File: src/rtl/byte_add_sequencer.sv
// Two-requester multi-byte adder that time-shares a single 8-bit adder.
// Operands are consumed LSB byte first, with the carry chained through a register.

module eight_add_module (
  input  logic [7:0] i_a,
  input  logic [7:0] i_b,
  input  logic       i_cin,
  output logic [7:0] o_sum,
  output logic       o_cout
);
  assign {o_cout, o_sum} = {1'b0, i_a} + {1'b0, i_b} + {8'b0, i_cin};
endmodule

module byte_add_sequencer #(
  parameter int NBYTES = 4
) (
  input  logic                  clk,
  input  logic                  rst,
  input  logic                  r0_valid,
  output logic                  r0_ready,
  input  logic [8*NBYTES-1:0]   r0_a,
  input  logic [8*NBYTES-1:0]   r0_b,
  input  logic                  r1_valid,
  output logic                  r1_ready,
  input  logic [8*NBYTES-1:0]   r1_a,
  input  logic [8*NBYTES-1:0]   r1_b,
  output logic                  done,
  output logic                  done_id,
  output logic [8*NBYTES-1:0]   result,
  output logic                  cout,
  output logic                  busy
);
  localparam int W  = 8 * NBYTES;
  localparam int CW = (NBYTES > 1) ? $clog2(NBYTES) : 1;

  typedef enum logic [1:0] {
    S_IDLE = 2'd0,
    S_ADD  = 2'd1,
    S_DONE = 2'd2
  } state_t;

  state_t          r_state;
  state_t          w_state_next;
  logic [CW-1:0]   r_cnt;
  logic            r_carry;
  logic [W-1:0]    r_a;
  logic [W-1:0]    r_b;
  logic [W-1:0]    r_sum;
  logic            r_owner;
  logic            r_last_grant;
  logic [W-1:0]    r_result;
  logic            r_cout;
  logic            r_done_id;

  logic            w_grant0;
  logic            w_grant1;
  logic            w_last_byte;
  logic [7:0]      w_sum_byte;
  logic            w_add_cout;
  logic [W-1:0]    w_sum_next;

  // Handshake: a request transfers on the rising edge where rX_valid & rX_ready;
  // ready is only offered in IDLE, and valid may be withdrawn freely before that.
  assign w_grant0 = r0_valid & (~r1_valid | r_last_grant);
  assign w_grant1 = r1_valid & (~r0_valid | ~r_last_grant);

  assign w_last_byte = (r_cnt == CW'(NBYTES - 1));

  eight_add_module u_add (
    .i_a    (r_a[7:0]),
    .i_b    (r_b[7:0]),
    .i_cin  (r_carry),
    .o_sum  (w_sum_byte),
    .o_cout (w_add_cout)
  );

  // Sum bytes enter at the top and shift down, so after NBYTES steps byte 0 sits at the LSB.
  assign w_sum_next = (r_sum >> 8) | (W'(w_sum_byte) << (W - 8));

  always_ff @(posedge clk) begin
    if (rst) begin
      r_state <= S_IDLE;
    end else begin
      r_state <= w_state_next;
    end
  end

  always_comb begin
    w_state_next = r_state;
    r0_ready     = 1'b0;
    r1_ready     = 1'b0;
    done         = 1'b0;
    busy         = 1'b1;
    case (r_state)
      S_IDLE: begin
        busy     = 1'b0;
        r0_ready = w_grant0;
        r1_ready = w_grant1;
        if (w_grant0 | w_grant1) begin
          w_state_next = S_ADD;
        end
      end
      S_ADD: begin
        if (w_last_byte) begin
          w_state_next = S_DONE;
        end
      end
      S_DONE: begin
        done         = 1'b1;
        w_state_next = S_IDLE;
      end
      default: begin
        w_state_next = S_IDLE;
      end
    endcase
  end

  always_ff @(posedge clk) begin
    if (rst) begin
      r_cnt        <= '0;
      r_carry      <= 1'b0;
      r_a          <= '0;
      r_b          <= '0;
      r_sum        <= '0;
      r_owner      <= 1'b0;
      r_last_grant <= 1'b1;
      r_result     <= '0;
      r_cout       <= 1'b0;
      r_done_id    <= 1'b0;
    end else begin
      case (r_state)
        S_IDLE: begin
          if (w_grant0 | w_grant1) begin
            r_a          <= w_grant1 ? r1_a : r0_a;
            r_b          <= w_grant1 ? r1_b : r0_b;
            r_cnt        <= '0;
            r_carry      <= 1'b0;
            r_owner      <= w_grant1;
            r_last_grant <= w_grant1;
          end
        end
        S_ADD: begin
          r_a     <= r_a >> 8;
          r_b     <= r_b >> 8;
          r_sum   <= w_sum_next;
          r_carry <= w_add_cout;
          r_cnt   <= r_cnt + CW'(1);
          // Visible outputs update only as DONE is entered, so they hold between ops.
          if (w_last_byte) begin
            r_result  <= w_sum_next;
            r_cout    <= w_add_cout;
            r_done_id <= r_owner;
          end
        end
        default: begin
        end
      endcase
    end
  end

  assign result  = r_result;
  assign cout    = r_cout;
  assign done_id = r_done_id;

endmodule

File: config.mk
export PLATFORM = sky130hd
export DESIGN_NAME = byte_add_sequencer
export DESIGN_NICKNAME = d
export VERILOG_FILES = /design/src/rtl/byte_add_sequencer.sv
export SDC_FILE = /design/constraint.sdc
export NUM_CORES = 1
export LEC_CHECK = 0
export ABC_CLOCK_PERIOD_IN_PS = 2400
export BUFFER_PORTS_ARGS = -buffer_cell sky130_fd_sc_hd__buf_2
export CORE_MARGIN = 2
export CORE_UTILIZATION = 54
export CTS_BUF_LIST = sky130_fd_sc_hd__clkbuf_4 sky130_fd_sc_hd__clkbuf_8
export DETAILED_ROUTE_END_ITERATION = 12
export PLACE_DENSITY = 0.82
export RECOVER_POWER = 50
export SKIP_LAST_GASP = 1
export SLEW_MARGIN = 40
export SYNTH_ARGS = -nofsm -noshare
export SYNTH_HDL_FRONTEND = slang
export SYNTH_SLANG_ARGS = --single-unit
export TNS_END_PERCENT = 20
File: constraint.sdc
create_clock -name clk -period 2.4 [get_ports clk]
set_input_delay 0.12 -clock clk [delete_from_list [all_inputs] [get_ports clk]]
set_output_delay 0.12 -clock clk [all_outputs]
set_load 0.005 [all_outputs]
==> results of run 1 <==
-- critical path: cells and delay by family, from the launching register on --
family	cells	cell delay, ps
AO/OA/AOI/OAI	2	770
buffers and inverters	2	820
flip-flops	1	440
AND/OR/NAND/NOR	1	60
-- cells in the final DEF, fill, tap and decap left out, types with 2 or more instances in the layout --
cell type                         n
sky130_fd_sc_hd__a311oi_1         6
sky130_fd_sc_hd__o31ai_1          4
sky130_fd_sc_hd__o21a_1           2
sky130_fd_sc_hd__inv_1            5
sky130_fd_sc_hd__xnor2_1          2
sky130_fd_sc_hd__clkinvlp_4       6
sky130_fd_sc_hd__a211o_1          2
sky130_fd_sc_hd__nand2_1        267
sky130_fd_sc_hd__nor2_1          45
sky130_fd_sc_hd__clkbuf_8        18
sky130_fd_sc_hd__a31oi_1         10
sky130_fd_sc_hd__o21ai_0          6
sky130_fd_sc_hd__nand2b_1         5
sky130_fd_sc_hd__fa_1             2
sky130_fd_sc_hd__buf_4           11
sky130_fd_sc_hd__nor3_1           2
sky130_fd_sc_hd__o211ai_1        38
sky130_fd_sc_hd__a211oi_2         2
sky130_fd_sc_hd__nand3_1         37
sky130_fd_sc_hd__nor2b_1          3
sky130_fd_sc_hd__inv_6            4
sky130_fd_sc_hd__a21oi_1        112
sky130_fd_sc_hd__nor4b_1          2
sky130_fd_sc_hd__buf_2          138
sky130_fd_sc_hd__dlygate4sd3_1   12
sky130_fd_sc_hd__a221oi_1        11
sky130_fd_sc_hd__ha_1             8
sky130_fd_sc_hd__buf_12           4
sky130_fd_sc_hd__nor3b_1          2
sky130_fd_sc_hd__a211oi_1         3
sky130_fd_sc_hd__nor4_1           2
sky130_fd_sc_hd__dfxtp_1        129
sky130_fd_sc_hd__nand3b_1         4
sky130_fd_sc_hd__clkinv_4         2
sky130_fd_sc_hd__clkbuf_1        32
-- cell type report --
| type | count | area, um2 |
|---|---|---|
| fill | 954 | 3540 |
| multi-input combinational | 592 | 2990 |
| sequential | 129 | 2580 |
| timing repair buffer | 198 | 1100 |
| clock buffer | 18 | 248 |
| tap | 140 | 175 |
| clock inverter | 14 | 133 |
| inverter | 5 | 18.8 |
-- metrics by stage --
step	total power [mW]	cell area [um2]	instances
2_1_floorplan	2.98	5940	791
3_3_place_gp	3.24	6810	1052
3_5_place_dp	3.25	6810	1052
4_1_cts	5.02	7310	1096
5_1_grt	5.22	7250	1096
6_report	4.99	7250	1096
-- power by group --
part / switching, mW / internal [mW]
logic: 0.502 / 0.359
clock network: 0.905 / 0.857
registers: 0.0928 / 2.27
total: 1.50 / 3.49
-- layer usage --
metal  track usage  routed length (um)
met4         0.115                 461
met3        0.0687                1080
met1         0.354                6750
met5             0                   0
met2         0.465                7680
-- flip-flops by register name, summed over array words and instances (netlist names) --
signal and cells:
r_cnt 2, done_id 1, r_b 32, r_a 32, r_sum 24, r_owner 1, result 32, r_last_grant 1
r_state 2, cout 1, r_carry 1
-- cell families (layout without fill, tap and decap cells) --
family,Yosys count,after routing,share of synthesized area
AO/OA/AOI/OAI,204,204,0.216
XOR/XNOR,3,3,0.00442
adder cells (fa/ha/maj),10,10,0.0236
buffers and inverters,70,235,0.0617
flip-flops,129,129,0.434
multiplexers,1,1,0.00168
AND/OR/NAND/NOR,374,374,0.258
-- path summary, 6_finish.rpt --
kind                            slack (ps)  cells past startpoint                endpoint
worst max-delay path                   260                      5    r_b[26]$_SDFFE_PP0P_
worst min-delay path                    80                      5    r_a[22]$_SDFFE_PP0P_
worst max register to register         260                      5    r_b[26]$_SDFFE_PP0P_
worst min register to register         450                      2  result[9]$_SDFFE_PP0P_
-- what timing repair did --
action                    4_1_cts  5_1_grt
buffers inserted                0        0
hold buffers                   12        0
hold endpoints to repair        6        0
==> results_dict.tcl, run 1 <==
set metrics [dict create \
    run_status "complete, no violations" \
    route.antenna.remaining_nets 0 \
    die_w_um 109 \
    area_delta_synth_final_pct 22.0 \
    io_buffers 169 \
    worst_hold_startpoint "r1_a[22]" \
    hold_path_class "input port to flip-flop" \
    worstSetupEndpointType "flip-flop" \
    cts_tree "yes" \
    finalCoreUtilization 0.672 \
    crit_path_start "r_last_grant$_SDFFE_PP1P_" \
    final.setup_skew_ps 10.3 \
    synth.most_common_cell "sky130_fd_sc_hd__nand2_1" \
    ir_drop_worst_case_vdd_uv 522 \
    grt_setup_unrepaired "no" \
    finalWirelength_um 16000 \
    die-height_um 109 \
    wl_per_cell_um 14.6 \
    drt_pass1_iterations 5 \
    crit_arrival_ps 2520 \
    critical_path_class "flip-flop to flip-flop" \
    cpPeakStageDelay_ps 590 \
    leakage_nw 2.96 \
    cts.sink_count 129 \
    place_ws_ps 395 \
    postSynth.topFlopCell "sky130_fd_sc_hd__dfxtp_1" \
    routed_via_density 5.49 \
    final_setup_tns_ps 0 \
    synth_net_count 933 \
    largest_driver_fanout_on_the_critical_path 26 \
    vias 6015 \
    async_flop_share 0 \
    biggest_area_contributors_in_the_synthesized_netlist "sky130_fd_sc_hd__dfxtp_1 43%, sky130_fd_sc_hd__nand2_1 17%, sky130_fd_sc_hd__a21oi_1 9.4%" \
    synth_enable_flop_cells 0 \
    n_antenna_cell 0 \
    die_area_um2 11900 \
    post_synth_num_cell_types 45 \
    clk_pin_slew_ps 80 \
    synth.top_cell.area_share 0.434 \
    syn_area_um2 5940 \
    tightestPinTransition_ps 824 \
    yosysTopAreaCell "sky130_fd_sc_hd__dfxtp_1" \
    ys.warnings.count 0 \
    drc 0 \
    final.min_clock_period_ps 2140 \
    floorplan.io_pins 170 \
    drv_slew 0 \
    slew-limit-headroom 0.447 \
    clock_latency_ps 430 \
    syn_area_per_cell_um2 7.52 \
    hold_slack_ps 83.2 \
    post-dp-hpwl_um 11000 \
    cts_resized 0 \
    max_cap_violations 0 \
    core_region_area_um2 10800 \
    timing.critical_path.from_type "flip-flop" \
    cp_slowest_cell "sky130_fd_sc_hd__dlygate4sd3_1" \
    drt_first_iter_violations 365 \
    fp-row-count 38 \
    power_density_nw_per_um2 688 \
    path_cells "a21bo_2, buf_12, nand2_1, a311oi_1, dlygate4sd3_1" \
    grt_util_all_layers 0.282 \
    grt_max_degree 85 \
    synthCells 791 \
    fin_ws_ps 256 \
    initial_utilization 0.551 \
    synth.ff_latch_count 129 \
    clock_tree.buffer_depth 2 \
    worstPathRequired_ps 2780 \
    grt_pass1_vias 5666 \
    clock.fmax_mhz 466 \
    layout.nets 1085 \
    grt_pass1_wl_um 26000 \
    antenna_found_initial 0 \
    cts_root_buf "sky130_fd_sc_hd__clkbuf_8" \
    setup_violations 0 \
    finalCritPeriodShare 0.893 \
    cts_inserted_buffers 17 \
    synth_top_cells_by_count "267 x sky130_fd_sc_hd__nand2_1, 129 x sky130_fd_sc_hd__dfxtp_1, 112 x sky130_fd_sc_hd__a21oi_1" \
    clock_tree.htree_level_count 4 \
    critical_path.reg2reg.startpoint "r_last_grant$_SDFFE_PP1P_" \
    layout-drive-gt1-share 0.204 \
    routabilityCongestion 0.870 \
    grt-ovfl-total 0 \
    hold_viol 0 \
    yosysSeqAreaShare 0.434 \
]
(Power assumes the default switching activity.)
==> run 2: changes to the inputs <==
--- a/config.mk
+++ b/config.mk
@@ -7,6 +7,7 @@
 export LEC_CHECK = 0
 export ABC_CLOCK_PERIOD_IN_PS = 2400
 export BUFFER_PORTS_ARGS = -buffer_cell sky130_fd_sc_hd__buf_2
+export CORE_ASPECT_RATIO = 0.5
 export CORE_MARGIN = 2
 export CORE_UTILIZATION = 54
 export CTS_BUF_LIST = sky130_fd_sc_hd__clkbuf_4 sky130_fd_sc_hd__clkbuf_8
==> results_dict.tcl, run 2 (same netlist as run 1, synthesis figures left out) <==
set metrics [dict create \
    run_status "complete, no violations" \
    grt_pass1_wl_um 25100 \
    routabilityCongestion 0.837 \
    timing.critical_path.from_type "flip-flop" \
    timing.critical_path.max_delay_family "buffers and inverters" \
    cts_resized 0 \
    setup_violations 0 \
    wl_per_cell_um 13.8 \
    total_power_mw 5.17 \
    hold_path_class "input port to flip-flop" \
    largest_driver_fanout_on_the_critical_path 57 \
    reg2reg_to "r_b[28]$_SDFFE_PP0P_" \
    r2r_setup_slack_ps 240 \
    cts.sink_count 129 \
    clk_pin_slew_ps 80 \
    grt_setup_unrepaired "no" \
    timing.critical_path.depth 6 \
    vias 5862 \
    layout-drive-gt1-share 0.227 \
    die_w_um 152 \
    route.antenna.remaining_nets 0 \
    hold_viol 0 \
    cts_root_buf "sky130_fd_sc_hd__clkbuf_8" \
    grt_pass1_vias 5303 \
    critical_path.reg2reg.startpoint "r_state[0]$_SDFFE_PP0P_" \
    die_area_um2 11900 \
    final.setup_skew_ps 11.7 \
    slew-limit-headroom 0.440 \
    routed_via_density 5.33 \
    drt_pass1_iterations 4 \
    drv_slew 0 \
    clock.fmax_mhz 463 \
    clock_latency_ps 430 \
    pwr-share-clk 0.380 \
    drc 0 \
    grt_util_all_layers 0.257 \
    critical_path_class "flip-flop to flip-flop" \
    max_cap_violations 0 \
    crit_path_start "r_state[0]$_SDFFE_PP0P_" \
    net_switching_fraction_of_the_power 0.280 \
    grt-ovfl-total 0 \
    antenna_found_initial 0 \
    cp_slowest_cell "sky130_fd_sc_hd__dlygate4sd3_1" \
    io_buffers 169 \
    final_cells 1099 \
    ir_drop_worst_case_vdd_uv 353 \
    setup.worst_path.end "r_b[28]$_SDFFE_PP0P_" \
    path_cells "nor2_4, o21a_2, buf_4, nor2_1, a311oi_1, dlygate4sd3_1" \
    most-common-layout-cells "267 x sky130_fd_sc_hd__nand2_1, 156 x sky130_fd_sc_hd__buf_2, 129 x sky130_fd_sc_hd__dfxtp_1, 112 x sky130_fd_sc_hd__a21oi_1, 45 x sky130_fd_sc_hd__nor2_1" \
    power.sequential.fraction 0.457 \
    fp-row-count 27 \
    clock_tree.buffer_depth 2 \
    core_region_area_um2 10800 \
    area_delta_synth_final_pct 23.2 \
    clock_tree.htree_level_count 4 \
    tightestPinTransition_ps 837 \
    power.share.combinational 0.163 \
    cts_inserted_buffers 17 \
    cts_tree "yes" \
    worstSetupEndpointType "flip-flop" \
    crit_arrival_ps 2540 \
    finalWirelength_um 15200 \
    grt_max_degree 58 \
    leakage_nw 3.08 \
    worstPathRequired_ps 2780 \
    layout.nets 1083 \
    post-dp-hpwl_um 10400 \
    finalCritPeriodShare 0.901 \
    final_setup_tns_ps 0 \
    initial_utilization 0.548 \
    path_buf_inv 2 \
    die-height_um 78.2 \
    n_antenna_cell 0 \
    reg2regPathDepth 6 \
    final.min_clock_period_ps 2160 \
    floorplan.io_pins 170 \
    mostFrequentLayoutCell "sky130_fd_sc_hd__nand2_1" \
    dpl.cell_count 1055 \
    cpPeakStageDelay_ps 580 \
    power_density_nw_per_um2 707 \
    power.net_switching_mw 1.45 \
    drt_first_iter_violations 299 \
    intPower_mw 3.72 \
]
## run 2: stage by stage
stage	utilization	hold WS (ps)	worst slack [ps]	instance area [um2]
floorplan	-	279	548	5940
global placement	0.627	391	452	6800
detailed placement	0.627	388	412	6800
CTS	0.678	59.8	244	7350
global route	0.675	87.6	45.4	7320
finish	0.675	85.1	238	7320
## run 2: layout make-up
cell class	instances	area, um2
clock buffer	20	269
multi-input combinational	592	3010
clock inverter	12	158
fill	944	3520
sequential	129	2580
tap	145	181
inverter	5	18.8
timing repair buffer	196	1100
## run 2: routing by layer
| layer | up-vias | share of wire | GRT usage |
|---|---|---|---|
| met5 | - | 0 | 0 |
| met4 | 0 | 0.0086 | 0.0832 |
| met3 | 13 | 0.049 | 0.0469 |
| met2 | 171 | 0.48 | 0.428 |
| met1 | 2675 | 0.46 | 0.342 |
| li1 | 3003 | - | - |
## run 2: worst reg2reg max path, delay by kind of cell, from the launching register on
family,cells,cell delay (ps)
AOI/OAI and AO/OA,2,440
and+or+nand+nor,2,280
DFF,1,360
buffers and inverters,2,1040
## run 2: power by group through the flow
stage	Sequential [mW]	Combinational, mW	Clock [mW]
global placement	2.41	0.810	0
CTS	2.36	0.849	2.00
global route	2.38	0.954	2.10
detailed placement	2.41	0.825	0
finish	2.36	0.846	1.96
floorplan	2.38	0.606	0
## run 2: timing repair
action	in CTS	in global routing
setup buffers	0	0
hold buffers	12	0
hold endpoints to repair	6	0
## run 2: worst min path at each step
stage | start | to | depth (start not counted)
detailed placement | r1_a[27] | r_a[27]$_SDFFE_PP0P_ | 3
global placement | r1_a[27] | r_a[27]$_SDFFE_PP0P_ | 3
global route | r0_a[19] | r_a[19]$_SDFFE_PP0P_ | 5
finish | r1_a[28] | r_a[28]$_SDFFE_PP0P_ | 5
floorplan | r1_a[25] | r_a[25]$_SDFFE_PP0P_ | 2
CTS | r1_a[28] | r_a[28]$_SDFFE_PP0P_ | 5
==> run 3: changes to the inputs <==
--- a/config.mk
+++ b/config.mk
@@ -5,7 +5,7 @@
 export SDC_FILE = /design/constraint.sdc
 export NUM_CORES = 1
 export LEC_CHECK = 0
-export ABC_CLOCK_PERIOD_IN_PS = 2400
+export ABC_CLOCK_PERIOD_IN_PS = 2200
 export BUFFER_PORTS_ARGS = -buffer_cell sky130_fd_sc_hd__buf_2
 export CORE_ASPECT_RATIO = 0.5
 export CORE_MARGIN = 2
==> constraint.sdc (replaced) <==
create_clock -name clk -period 2.2 [get_ports clk]
set_input_delay 0.11 -clock clk [delete_from_list [all_inputs] [get_ports clk]]
set_output_delay 0.11 -clock clk [all_outputs]
set_load 0.005 [all_outputs]
==> results_dict.tcl, run 3 (same netlist as run 1, synthesis figures left out) <==
set metrics [dict create \
    run_status "complete, no violations" \
    whs_path_depth 5 \
    routed_via_density 5.41 \
    most_crowded_layer_after_global_routing "met2" \
    finalWirelength_um 15600 \
    critical_path.reg2reg.startpoint "r_state[0]$_SDFFE_PP0P_" \
    slew-limit-headroom 0.616 \
    grt_util_all_layers 0.259 \
    cts.sink_count 129 \
    mostFrequentLayoutCell "sky130_fd_sc_hd__nand2_1" \
    setup_violations 0 \
    grtUsageMet3 0.0502 \
    drt_first_iter_violations 433 \
    route.antenna.remaining_nets 0 \
    power.share.combinational 0.178 \
    fin_ws_ps 118 \
    clock.fmax_mhz 480 \
    grt_pass1_vias 5282 \
    grt.met2_usage 0.432 \
    finalCritPeriodShare 0.946 \
    initial_utilization 0.548 \
    n_antenna_cell 0 \
    intPower_mw 3.86 \
    post-dp-hpwl_um 10900 \
    io_buffers 169 \
    hold_viol 0 \
    max_cap_violations 0 \
    cts_inserted_buffers 17 \
    floorplan.io_pins 170 \
    worstSetupEndpointType "flip-flop" \
    worstPathRequired_ps 2580 \
    crit_path_start "r_state[0]$_SDFFE_PP0P_" \
    path_cells "nor2_4, o21a_4, buf_12, nor2_1, a311oi_1, dlygate4sd3_1" \
    grt_setup_unrepaired "no" \
    wl_per_cell_um 14.1 \
    cts_tree "yes" \
    grt_max_degree 53 \
    net_switching_fraction_of_the_power 0.292 \
    clk_pin_slew_ps 80 \
    finalCoreUtilization 0.680 \
    multi_input_area_um2 3020 \
    clock_tree.htree_level_count 4 \
    fillerInstances 950 \
    cpPeakStageDelay_ps 610 \
    place_ws_ps 226 \
    path_buf_inv 2 \
    r2r_setup_slack_ps 120 \
    worst_hold_path_ep "r_b[30]$_SDFFE_PP0P_" \
    critical_path_class "flip-flop to flip-flop" \
    sequential_cell_area_in_the_final_layout_um2 2580 \
    ir_drop_worst_case_vdd_uv 328 \
    pwr-share-clk 0.349 \
    routabilityCongestion 0.888 \
    timing.critical_path.max_delay_family "buffers and inverters" \
    crit_arrival_ps 2460 \
    final_setup_tns_ps 0 \
    reg2regPathDepth 6 \
    final.min_clock_period_ps 2080 \
    most-common-layout-cells "267 x sky130_fd_sc_hd__nand2_1, 155 x sky130_fd_sc_hd__buf_2, 129 x sky130_fd_sc_hd__dfxtp_1, 112 x sky130_fd_sc_hd__a21oi_1, 44 x sky130_fd_sc_hd__nor2_1" \
    layout-drive-gt1-share 0.231 \
    grt-ovfl-total 0 \
    fp-row-count 27 \
    power.net_switching_mw 1.60 \
    drt_pass1_iterations 5 \
    cp_slowest_cell "sky130_fd_sc_hd__dlygate4sd3_1" \
    die-height_um 78.2 \
    drc 0 \
    drv_slew 0 \
    timing.critical_path.from_type "flip-flop" \
    core_region_area_um2 10800 \
    final.setup_skew_ps 11.9 \
    grt.met1_usage 0.339 \
    worst_hold_startpoint "r1_b[30]" \
    layout.nets 1089 \
    power.sequential.fraction 0.473 \
    hold_path_class "input port to flip-flop" \
    cts_root_buf "sky130_fd_sc_hd__clkbuf_8" \
    vias 5975 \
    power_density_nw_per_um2 740 \
    die_area_um2 11900 \
    clock_tree.buffer_depth 2 \
    die_w_um 152 \
    clock_latency_ps 430 \
    largest_driver_fanout_on_the_critical_path 45 \
    antenna_found_initial 0 \
    grt_pass1_wl_um 25100 \
    tightestPinTransition_ps 576 \
    leakage_nw 3.09 \
    reg2reg_to "r_a[25]$_SDFFE_PP0P_" \
    area_delta_synth_final_pct 24.0 \
]
==> run 3: worst max-delay path by stage <==
stage	to	slack, ps	depth (start not counted)
detailed placement	cout$_SDFFE_PP0P_	230	8
finish	r_a[25]$_SDFFE_PP0P_	120	6
global placement	cout$_SDFFE_PP0P_	240	8
floorplan	cout$_SDFFE_PP0P_	350	8
global route	r_a[25]$_SDFFE_PP0P_	8	6
CTS	r_a[27]$_SDFFE_PP0P_	40	4
==> run 3: final cells by class <==
class,count,share of cell area
multi-input combinational,592,0.410
sequential,129,0.350
timing repair buffer,202,0.161
clock buffer,20,0.0365
tap,145,0.0246
clock inverter,12,0.0151
inverter,5,0.00255
==> run 3: metal layers <==
layer,vias to the layer above,share of wire
li1,3013,-
met1,2764,0.46
met2,186,0.48
met3,12,0.044
met4,0,0.0097
met5,-,0
==> run 3: per-stage QoR <==
stage	instance area, um2	power, mW	std cells	hold WS [ps]
CTS	7370	5.48	1105	39.0
global placement	6870	3.54	1061	381
floorplan	5940	3.25	791	269
finish	7370	5.46	1105	74.8
detailed placement	6870	3.56	1061	382
global route	7370	5.72	1105	72.8
==> run 3: worst register-to-register path: cells and delay by family (launching register included) <==
| kind | cells | cell delay [ps] |
|---|---|---|
| AO/OA/AOI/OAI | 2 | 550 |
| buffers and inverters | 2 | 840 |
| AND/OR/NAND/NOR | 2 | 260 |
| flip-flops | 1 | 380 |
==> run 3: power by group through the flow <==
| stage | Clock [mW] | Sequential [mW] | Combinational [mW] |
|---|---|---|---|
| floorplan | 0 | 2.59 | 0.661 |
| global placement | 0 | 2.62 | 0.924 |
| detailed placement | 0 | 2.63 | 0.938 |
| CTS | 1.94 | 2.57 | 0.963 |
| global route | 2.04 | 2.59 | 1.09 |
| finish | 1.91 | 2.58 | 0.974 |
==> run 3: repair_timing <==
item,4_1_cts,5_1_grt
endpoints found under the setup margin,0,6
setup buffers,0,0
endpoints found under the hold margin,6,0
resized for setup,0,2
hold buffers,12,0
